<file path="src/rtl/recolector_pkg.sv">
// Shared debug package: dump-size defaults and collector FSM encodings.
package recolector_pkg;

    localparam int LEN_DEF       = 32;
    localparam int CANT_REGS_DEF = 32;
    localparam int CANT_MEM_DEF  = 16;

    typedef enum logic [1:0] {
        S_REGS = 2'd0,
        S_MEM  = 2'd1,
        S_DONE = 2'd2
    } state_t;

endpackage

</file>
<file path="src/rtl/recolector.sv">
// Debug word collector: walks the register file, then the data memory,
// presenting one registered word per enable_next pulse.
module recolector
    import recolector_pkg::*;
#(
    parameter int len            = LEN_DEF,
    parameter int cant_regs      = CANT_REGS_DEF,
    parameter int cant_mem_datos = CANT_MEM_DEF,
    localparam int NB_reg = $clog2(cant_regs),
    localparam int NB_mem = $clog2(cant_mem_datos)
) (
    input  logic              clk,
    input  logic              reset,
    input  logic              restart,
    input  logic              send_regs,
    input  logic              enable_next,
    input  logic [len-1:0]    reg_data,
    output logic [NB_reg-1:0] reg_addr,
    input  logic [len-1:0]    mem_data,
    output logic [NB_mem-1:0] mem_addr,
    output logic [len-1:0]    data_out,
    output logic              ready,
    output logic              done,
    output logic              overrun,
    output logic [7:0]        word_count
);

    localparam logic [NB_reg:0] REG_END = cant_regs[NB_reg:0];
    localparam logic [NB_reg:0] REG_ONE = 1;
    localparam logic [NB_mem:0] MEM_END = cant_mem_datos[NB_mem:0];
    localparam logic [NB_mem:0] MEM_ONE = 1;

    state_t            state_q, state_d;
    logic [NB_reg:0]   reg_ptr_q, reg_ptr_d;
    logic [NB_mem:0]   mem_ptr_q, mem_ptr_d;
    logic [NB_mem:0]   mem_ptr_inc;
    logic [len-1:0]    data_q, data_d;
    logic [7:0]        wc_q, wc_d;
    logic              ready_q, ready_d;
    logic              done_q, done_d;
    logic              ovr_q, ovr_d;
    logic              take_reg, take_mem, drop;

    always_comb begin
        state_d     = state_q;
        reg_ptr_d   = reg_ptr_q;
        mem_ptr_d   = mem_ptr_q;
        data_d      = data_q;
        wc_d        = wc_q;
        ovr_d       = ovr_q;
        take_reg    = 1'b0;
        take_mem    = 1'b0;
        drop        = 1'b0;
        mem_ptr_inc = mem_ptr_q + MEM_ONE;

        if (enable_next && state_q != S_DONE) begin
            if (send_regs) begin
                if (state_q == S_REGS && reg_ptr_q < REG_END) take_reg = 1'b1;
                else drop = 1'b1;
            end else if (ready_q) begin
                take_mem = 1'b1;
            end else begin
                drop = 1'b1;
            end
        end

        if (take_reg) begin
            data_d    = reg_data;
            reg_ptr_d = reg_ptr_q + REG_ONE;
        end
        if (take_mem) begin
            data_d    = mem_data;
            mem_ptr_d = mem_ptr_inc;
            state_d   = (mem_ptr_inc == MEM_END) ? S_DONE : S_MEM;
        end
        if ((take_reg || take_mem) && wc_q != 8'hFF) wc_d = wc_q + 8'd1;
        if (drop) ovr_d = 1'b1;

        // the synchronous memory needs one edge to follow a new address
        ready_d = !take_mem;

        if (restart) begin
            state_d   = S_REGS;
            reg_ptr_d = '0;
            mem_ptr_d = '0;
            data_d    = '0;
            wc_d      = '0;
            ovr_d     = 1'b0;
            ready_d   = 1'b0;
        end

        done_d = (state_d == S_DONE);
    end

    always_ff @(posedge clk or posedge reset) begin
        if (reset) begin
            state_q   <= S_REGS;
            reg_ptr_q <= '0;
            mem_ptr_q <= '0;
            data_q    <= '0;
            wc_q      <= '0;
            ready_q   <= 1'b0;
            done_q    <= 1'b0;
            ovr_q     <= 1'b0;
        end else begin
            state_q   <= state_d;
            reg_ptr_q <= reg_ptr_d;
            mem_ptr_q <= mem_ptr_d;
            data_q    <= data_d;
            wc_q      <= wc_d;
            ready_q   <= ready_d;
            done_q    <= done_d;
            ovr_q     <= ovr_d;
        end
    end

    assign reg_addr   = reg_ptr_q[NB_reg-1:0];
    assign mem_addr   = mem_ptr_q[NB_mem-1:0];
    assign data_out   = data_q;
    assign ready      = ready_q;
    assign done       = done_q;
    assign overrun    = ovr_q;
    assign word_count = wc_q;

endmodule

</file>
<file path="config.mk">
export PLATFORM = sky130hd
export DESIGN_NAME = recolector
export DESIGN_NICKNAME = d
export VERILOG_FILES = /design/src/rtl/recolector_pkg.sv /design/src/rtl/recolector.sv
export SDC_FILE = /design/constraint.sdc
export NUM_CORES = 1
export LEC_CHECK = 0
export BUFFER_PORTS_ARGS = -buffer_cell sky130_fd_sc_hd__buf_4
export CAP_MARGIN = 15
export CELL_PAD_IN_SITES_DETAIL_PLACEMENT = 0
export CELL_PAD_IN_SITES_GLOBAL_PLACEMENT = 1
export CORE_ASPECT_RATIO = 0.9
export CORE_MARGIN = 2
export CORE_UTILIZATION = 35
export CTS_BUF_LIST = sky130_fd_sc_hd__clkbuf_16
export DETAILED_ROUTE_END_ITERATION = 10
export PLACE_DENSITY_LB_ADDON = 0.25
export SKIP_CTS_REPAIR_TIMING = 1
export SLEW_MARGIN = 20
export SYNTH_ARGS = -nofsm -noshare
export SYNTH_HDL_FRONTEND = slang
export SYNTH_SLANG_ARGS = --single-unit
</file>
<file path="constraint.sdc">
create_clock -name clk -period 2.5 [get_ports clk]
set_input_delay 0.375 -clock clk [delete_from_list [all_inputs] [get_ports clk]]
set_output_delay 0.375 -clock clk [all_outputs]
set_load 0.01 [all_outputs]
</file>
---- Word level (Yosys, flattened, before mapping) ----
Cells that the tools add are included.
cells by class
  equality and inequality tests ........... 4
  $add $sub $neg .......................... 3
  multiplexer cells ....................... 25
  reductions and logical operators ........ 11
  $lt $le $gt $ge ......................... 1
operator list
  cell                                                           count
  32-bit two-way mux                                             3
  8-bit two-way mux                                              2
  1-bit two-way mux                                              13
  6-bit two-way mux                                              2
  5-bit two-way mux                                              2
  8-bit by 1-bit adder with 8-bit output, second input constant  1
  8-bit inequality test, second input constant                   1
  2-bit nonzero test                                             4
  6-bit by 1-bit adder with 6-bit output, second input constant  1
  6-bit < comparator, second input constant                      1
  2-bit two-way mux                                              3
  5-bit by 1-bit adder with 5-bit output, second input constant  1
  5-bit == test, second input constant                           1
  1-bit logical AND                                              3
  3-bit nonzero test                                             1
  2-bit == test, second input constant                           1
  2-bit zero test                                                1
  2-bit inequality test, second input constant                   1
  1-bit zero test                                                1
  1-bit logical OR                                               1
word-level totals
  logic and storage cells ................. 52
  register bits ........................... 56
  input port bits ......................... 69
  output and inout port bits .............. 52

---- Longest topological paths before layout ----
Gate-level depths: netlist of run 1.
  depth after elaboration ................. 9
  mapped depth ............................ 6
  gate-level depth less buffers ........... 5

---- Worst setup path after synthesis of run 1 ----
OpenSTA, ideal clock, no wires.
  path type ............................... register to register
  start ................................... register state_q[1]
  end ..................................... register wc_q[5] (netlist: word_count[5])
  buffers on the path ..................... 0
  stages on the path, launching flop included .. 5
  clock period less this slack ............ 1737 ps
  library setup time ...................... 127 ps
  data arrival time ....................... 1610 ps
  path slack .............................. 763 ps
  cell sequence ........................... dfrtp_1 > nor4b_4 > nand2_2 > a2111oi_1 > mux2_1
between the ends
  cells in the longest elaborated chain, start to end .. 8
RTL lines
  element                                  RTL line           text
  from (decl)                              recolector.sv:33   state_t state_q, state_d;
  from (signal assigned)                   recolector.sv:106  state_q <= state_d;
  2-bit zero test                          recolector.sv:58   if (state_q == S_REGS && reg_ptr_q < REG_END) take_reg = 1'b1;
  1-bit logical AND                        recolector.sv:58
  1-bit two-way mux                        recolector.sv:58
  1-bit two-way mux                        recolector.sv:57   if (send_regs) begin
  1-bit two-way mux                        recolector.sv:56   if (enable_next && state_q != S_DONE) begin
  1-bit logical OR (*)                     recolector.sv:76   if ((take_reg || take_mem) && wc_q != 8'hFF) wc_d = wc_q + 8'd1;
  1-bit logical AND (*)                    recolector.sv:76
  2-bit nonzero test (no source line) (*)  -
  to (signal assigned)                     recolector.sv:110  wc_q <= wc_d;
  to (decl)                                recolector.sv:38   logic [7:0] wc_q, wc_d;
Every way passes the cells marked *; elsewhere a longest branch is shown, timed or not.
A chain may end at the register's enable or synchronous reset.

---- Worst setup path after layout of run 1 ----
  start ................................... register state_q[1]
  end ..................................... register wc_q[3] (netlist: word_count[3])
Same word-level chain as after synthesis.

==> flow_summary.yaml, run 1 <==
status:
  status: "finished, final reports clean"
detailed_routing:
  drt_iter0_drc: 137
  drc: 0
  avgRoutedWirePerCell_um: 15.2
  drtAntennaViolNets: 0
  routed_via_density: 5.06
  first_pass_iters: 5
  routed_wl_mm: 7.92
  vias: 2635
yosys:
  syn-num-nets: 390
  synth_xor_area_frac: 0.0243
  synth_top_area_frac: 0.487
  synth_top_family_by_area: "simple AND/OR/NAND/NOR gates"
  synth_edf_count: 0
  async_flop_share: 1.00
  synth_common_cells: "nand2_1, dfrtp_1, nor2_1"
  syn_inst: 318
  synthSimpleGateAreaFrac: 0.235
  synth_compound_area_frac: 0.153
  avgSynthCellArea_um2: 9.06
  synth_fa_ha_area_frac: 0.0130
  synthMuxAreaShare: 0.0191
  yosys_warnings: 0
  synth_most_common_cell: "nand2_1"
  ys.flop_type: "dfrtp_1"
  ys_seq_area_frac: 0.487
  synth.area.top_cells: "dfrtp_1, a311oi_1, nand2_1"
  syn_area_um2: 2880
  yosys_register_bits: 56
  yosysUniqueCellTypes: 39
  synth_top_area_cell: "dfrtp_1"
die:
  fp.dieArea_um2: 8970
  dieHeight_um: 90.1
  row_count: 31
  initial_core_util: 0.359
  ioPinCount: 121
  coreArea_um2: 8030
  die_x_um: 99.6
clocking:
  ctsHtreeMaxLevel: 2
  cts_tree: "built"
  clock_path_buffers: 2
  cts-root-buf: "clkbuf_16"
  insertion_delay_ps: 290
  cts-buffers-inserted: 5
  cts.clk_slew.worst_paths_ps: 70
  cts.sinks: 56
timing:
  finalSetupViolations: 0
  layout_setup_ws_ps: 365
  fmax_mhz: 468
  finalClockSkew_ps: 7.25
  slew_viol_final: 0
  grt_setup_unrepaired: "no"
  period_minus_slack_ps: 2140
  slew_headroom: 0.575
  tns_ps: 0
  hold_viol: 0
  tightest_slew_ps: 637
  finalCritPeriodShare: 0.854
worst_setup_path:
  critPathKind: "flip-flop to flip-flop"
  end_kind: "flip-flop"
  worstPathMaxFanout: 16
  rr_worst_depth: 4
  arrival_ps: 2310
  reg2reg_from: "state_q[1]$_DFF_PP0_"
  timing.critical_path.to: "word_count[3]$_DFFE_PP0P_"
  r2r_slack_ps: 360
  cp.required_ps: 2670
  cp-start-kind: "flip-flop"
  r2r_end: "word_count[3]$_DFFE_PP0P_"
  crit_start: "state_q[1]$_DFF_PP0_"
place:
  dpl_worst_slack_ps: 337
  io_buffers: 120
  place.gp.congestion: 0.772
  detailed_place_hpwl_mm: 5.44
global_routing:
  overflow: 0
  grt_pass1_wl_mm: 13.0
  grt_pass1_vias: 2533
  grt_max_degree: 59
  antenna_found_initial: 0
  use_met3: 0.0443
  use_met1: 0.253
  busiest_layer: "met2"
  met2_usage: 0.269
  grt_usage: 0.177
min_path:
  min_path_type: "primary input to asynchronous set/reset pin"
pwr:
  powerDensity_nw_per_um2: 511
  peakVddDrop_mv: 0.266
  total_leakage_power_nw: 1.88
flow_run:
  drv_cap: 0
cells_and_area:
  nets: 493
  drive_gt1_frac: 0.332
  antennaDiodeCount: 0
  layout-area-overhead-vs-synth_pct: 36.6
## stage by stage
step / total power [W] / std cells / hold slack (ps) / cell area [µm²] / util
3_3_place_gp: 0.00135 / 513 / 482 / 3800 / 0.473
6_report: 0.00201 / 521 / 152 / 3940 / 0.490
3_5_place_dp: 0.00135 / 513 / 487 / 3800 / 0.473
4_1_cts: 0.00205 / 521 / 170 / 3940 / 0.490
2_1_floorplan: 0.00116 / 318 / 520 / 2880 / -
5_1_grt: 0.00212 / 521 / 191 / 3940 / 0.490
## cell type report
type / count / area [µm²]
Timing Repair Buffer: 127 / 966
Multi-Input combinational cell: 225 / 1280
Clock inverter: 3 / 13.8
Tap cell: 99 / 124
Sequential cell: 56 / 1400
Clock buffer: 5 / 125
Fill cell: 782 / 4090
Inverter: 6 / 22.5
## flip-flops by register name (all words and copies together) (netlist names)
name,flops
state_q,2
done,1
ready,1
overrun,1
mem_ptr_q,5
word_count,8
data_out,32
reg_ptr_q,6
## placed cells by master, fill, tap and decap left out, drive strengths merged, types with 2 or more instances in the layout
| master | netlist | routed |
|---|---|---|
| ha | 3 | 3 |
| xor2 | 3 | 3 |
| nor2b | 6 | 6 |
| and3 | 3 | 3 |
| buf | 19 | 127 |
| a311oi | 32 | 32 |
| nand4 | 2 | 2 |
| nor3 | 3 | 3 |
| mux2 | 4 | 4 |
| nand2b | 3 | 3 |
| xnor2 | 5 | 5 |
| nand3b | 2 | 2 |
| nor2 | 48 | 48 |
| and2 | 2 | 2 |
| a211oi | 3 | 3 |
| clkinv | 0 | 3 |
| a2111oi | 3 | 3 |
| nand3 | 6 | 6 |
| a21oi | 9 | 9 |
| nand2 | 75 | 75 |
| a31oi | 2 | 2 |
| clkbuf | 12 | 5 |
| dfrtp | 56 | 56 |
| inv | 6 | 6 |
## power breakdown
part | internal (W) | switching, W | total, W
logic | 0.000177 | 0.000170 | 0.000347
clock network | 0.000365 | 0.000314 | 0.000679
registers | 0.000951 | 0.0000325 | 0.000983
## per-layer routing
metal / routed length (µm) / up-vias
met2: 3740 / 96
met3: 563 / 7
met1: 3540 / 1234
met4: 74 / 0
met5: 0 / -
li1: - / 1298
## kinds of logic (layout without fill, tap and decap cells)
group / Yosys count / in the layout
and+or+nand+nor: 154 / 154
DFF: 56 / 56
AOI/OAI and AO/OA: 55 / 55
buffers and inverters: 37 / 141
xor gates and xnor gates: 8 / 8
muxes: 5 / 5
adders and majority gates: 3 / 3
## worst min path at each step
| stage | startpoint | slack (ps) | endpoint | depth (start not counted) |
|---|---|---|---|---|
| floorplan | reg_ptr_q[4]$_DFFE_PP0P_ | 520 | reg_ptr_q[4]$_DFFE_PP0P_ | 2 |
| detailed placement | reset | 490 | data_out[18]$_DFFE_PP0P_ | 2 |
| finish | reset | 150 | state_q[0]$_DFF_PP0_ | 2 |
| global route | reset | 190 | state_q[0]$_DFF_PP0_ | 2 |
| global placement | overrun$_DFFE_PP0P_ | 480 | overrun$_DFFE_PP0P_ | 2 |
| CTS | reset | 170 | state_q[0]$_DFF_PP0_ | 2 |
## critical path: stages (launching register included)
cell and delay [ps]:
dfrtp_1 450, nor4b_4 410, nand2_2 290, a2111oi_1 520, mux2_1 360
(Power assumes the default switching activity.)
==> run 2: changes to the inputs <==
ABC_AREA = 1   (was default)
CORE_UTILIZATION = 36   (was 35)
SETUP_SLACK_MARGIN = 0.3   (was default)
clock period = 2.74 ns   (was 2.5 ns; I/O delays follow)
==> run 2 against run 1 <==
Final area is 3.3% higher. Via count up 11%. Flip-flop and latch count is the same. Largest cell class unchanged.
==> flow_summary.yaml, run 2 <==
status:
  status: "finished, final reports clean"
detailed_routing:
  drc: 0
  first_pass_iters: 4
  drt_iter0_drc: 139
  routed_wl_mm: 7.92
  routed_via_density: 4.69
  vias: 2920
  avgRoutedWirePerCell_um: 12.7
  drtAntennaViolNets: 0
die:
  fp.dieArea_um2: 9100
  coreArea_um2: 8070
  initial_core_util: 0.373
  row_count: 31
  die_x_um: 100
  dieHeight_um: 90.7
  ioPinCount: 121
worst_setup_path:
  cp.required_ps: 2970
  arrival_ps: 2070
  r2r_slack_ps: 900
  r2r_end: "data_out[28]$_DFFE_PP0P_"
  worstPathMaxFanout: 34
  reg2reg_from: "state_q[1]$_DFF_PP0_"
  end_kind: "flip-flop"
  cp-start-kind: "flip-flop"
  critPathKind: "flip-flop to flip-flop"
  rr_worst_depth: 7
yosys:
  yosys_register_bits: 56
  synth_most_common_cell: "nand2_1"
  synth_top_area_cell: "dfrtp_1"
  synth_edf_count: 0
  yosysUniqueCellTypes: 29
  syn-num-nets: 486
  ys_seq_area_frac: 0.466
  async_flop_share: 1.00
  yosys_warnings: 0
  synth_top_area_frac: 0.466
  ys.flop_type: "dfrtp_1"
  synth_common_cells: "nand2_1, dfrtp_1, nor2_1"
  syn_area_um2: 3010
  syn_inst: 414
  synth.area.top_cells: "dfrtp_1, nand2_1, buf_4"
  avgSynthCellArea_um2: 7.27
cells_and_area:
  nets: 594
  final_area_um2: 4070
  layout-area-overhead-vs-synth_pct: 35.1
  largest_register_ffs: 32
  drive_gt1_frac: 0.272
  antennaDiodeCount: 0
  layout_common_cells: "nand2_1, buf_4, dfrtp_1"
  final_common_cell: "nand2_1"
global_routing:
  grt_pass1_vias: 2696
  overflow: 0
  grt_pass1_wl_mm: 13.0
  antenna_found_initial: 0
  grt_max_degree: 57
  grt_usage: 0.175
timing:
  fmax_mhz: 543
  grt_setup_unrepaired: "no"
  finalSetupViolations: 0
  finalCritPeriodShare: 0.672
  slew_headroom: 0.513
  hold_viol: 0
  tns_ps: 0
  slew_viol_final: 0
  period_minus_slack_ps: 1840
  finalClockSkew_ps: 8.91
  tightest_slew_ps: 731
clocking:
  insertion_delay_ps: 290
  cts-root-buf: "clkbuf_16"
  cts-buffers-inserted: 5
  ctsHtreeMaxLevel: 2
  cts.sinks: 56
  cts.clk_slew.worst_paths_ps: 70
  cts_tree: "built"
  clock_path_buffers: 2
place:
  placed_area_um2: 3900
  io_buffers: 120
  place.gp.congestion: 0.767
  detailed_place_hpwl_mm: 5.52
pwr:
  peakVddDrop_mv: 0.251
  total_leakage_power_nw: 2.32
  powerDensity_nw_per_um2: 503
flow_run:
  drv_cap: 0
min_path:
  min_path_type: "primary input to asynchronous set/reset pin"
-- run 2: cell count changes in the layout (fill, tap and decap cells not counted), sizes merged, moves of 9 or more --
| cell | delta |
|---|---|
| o21ai | +9 |
| nand2 | +167 |
| inv | +12 |
| nor2 | -21 |
| a311oi | -32 |
-- run 2: power by group --
part           internal [W]  total [W]  switching [W]
logic              0.000192   0.000397       0.000205
clock network      0.000427   0.000716       0.000289
registers          0.000887   0.000932      0.0000456
-- run 2: per-stage QoR --
| stage | hold WS [ps] | setup slack [ps] | total power [W] | utilization | std cells |
|---|---|---|---|---|---|
| floorplan | 510 | 958 | 0.00114 | - | 414 |
| global placement | 464 | 817 | 0.00135 | 0.484 | 614 |
| detailed placement | 467 | 723 | 0.00135 | 0.484 | 614 |
| CTS | 357 | 843 | 0.00207 | 0.504 | 622 |
| global route | 399 | 701 | 0.00216 | 0.504 | 622 |
| finish | 302 | 899 | 0.00204 | 0.504 | 622 |
-- run 2: worst max-delay path, stage by stage (launching register included) --
cell and delay, ps:
dfrtp_1 400, inv_1 120, nand4_1 180, nor2_4 290, nor2_8 180, nor2_8 410
nand2_1 110, nand2_1 80
-- run 2: layout make-up --
class	instances	area [µm²]
Clock inverter	3	38.8
Fill cell	817	4000
Timing Repair Buffer	123	923
Multi-Input combinational cell	318	1390
Sequential cell	56	1400
Inverter	18	67.6
Clock buffer	5	125
Tap cell	99	124
-- run 2: metal layers --
layer / routed length [µm] / global-route usage
met4: 112 / 0.0491
met3: 353 / 0.0271
met5: 0 / 0
met2: 3790 / 0.282
met1: 3660 / 0.244
-- run 2: worst max-delay path by stage --
stage / startpoint / end / cells past startpoint
detailed placement: enable_next / data_out[22]$_DFFE_PP0P_ / 9
CTS: state_q[0]$_DFF_PP0_ / data_out[28]$_DFFE_PP0P_ / 9
global route: state_q[1]$_DFF_PP0_ / data_out[7]$_DFFE_PP0P_ / 7
finish: state_q[1]$_DFF_PP0_ / data_out[28]$_DFFE_PP0P_ / 7
global placement: enable_next / data_out[14]$_DFFE_PP0P_ / 9
floorplan: reset / data_out[0]$_DFFE_PP0P_ / 1
-- run 2: cells by family after synthesis --
kind of cell / synth area share
compound gates: 0.0337
simple gates: 0.397
xor+xnor: 0.0175
buf+inv: 0.0736
flops: 0.466
fa+ha+maj: 0.0125
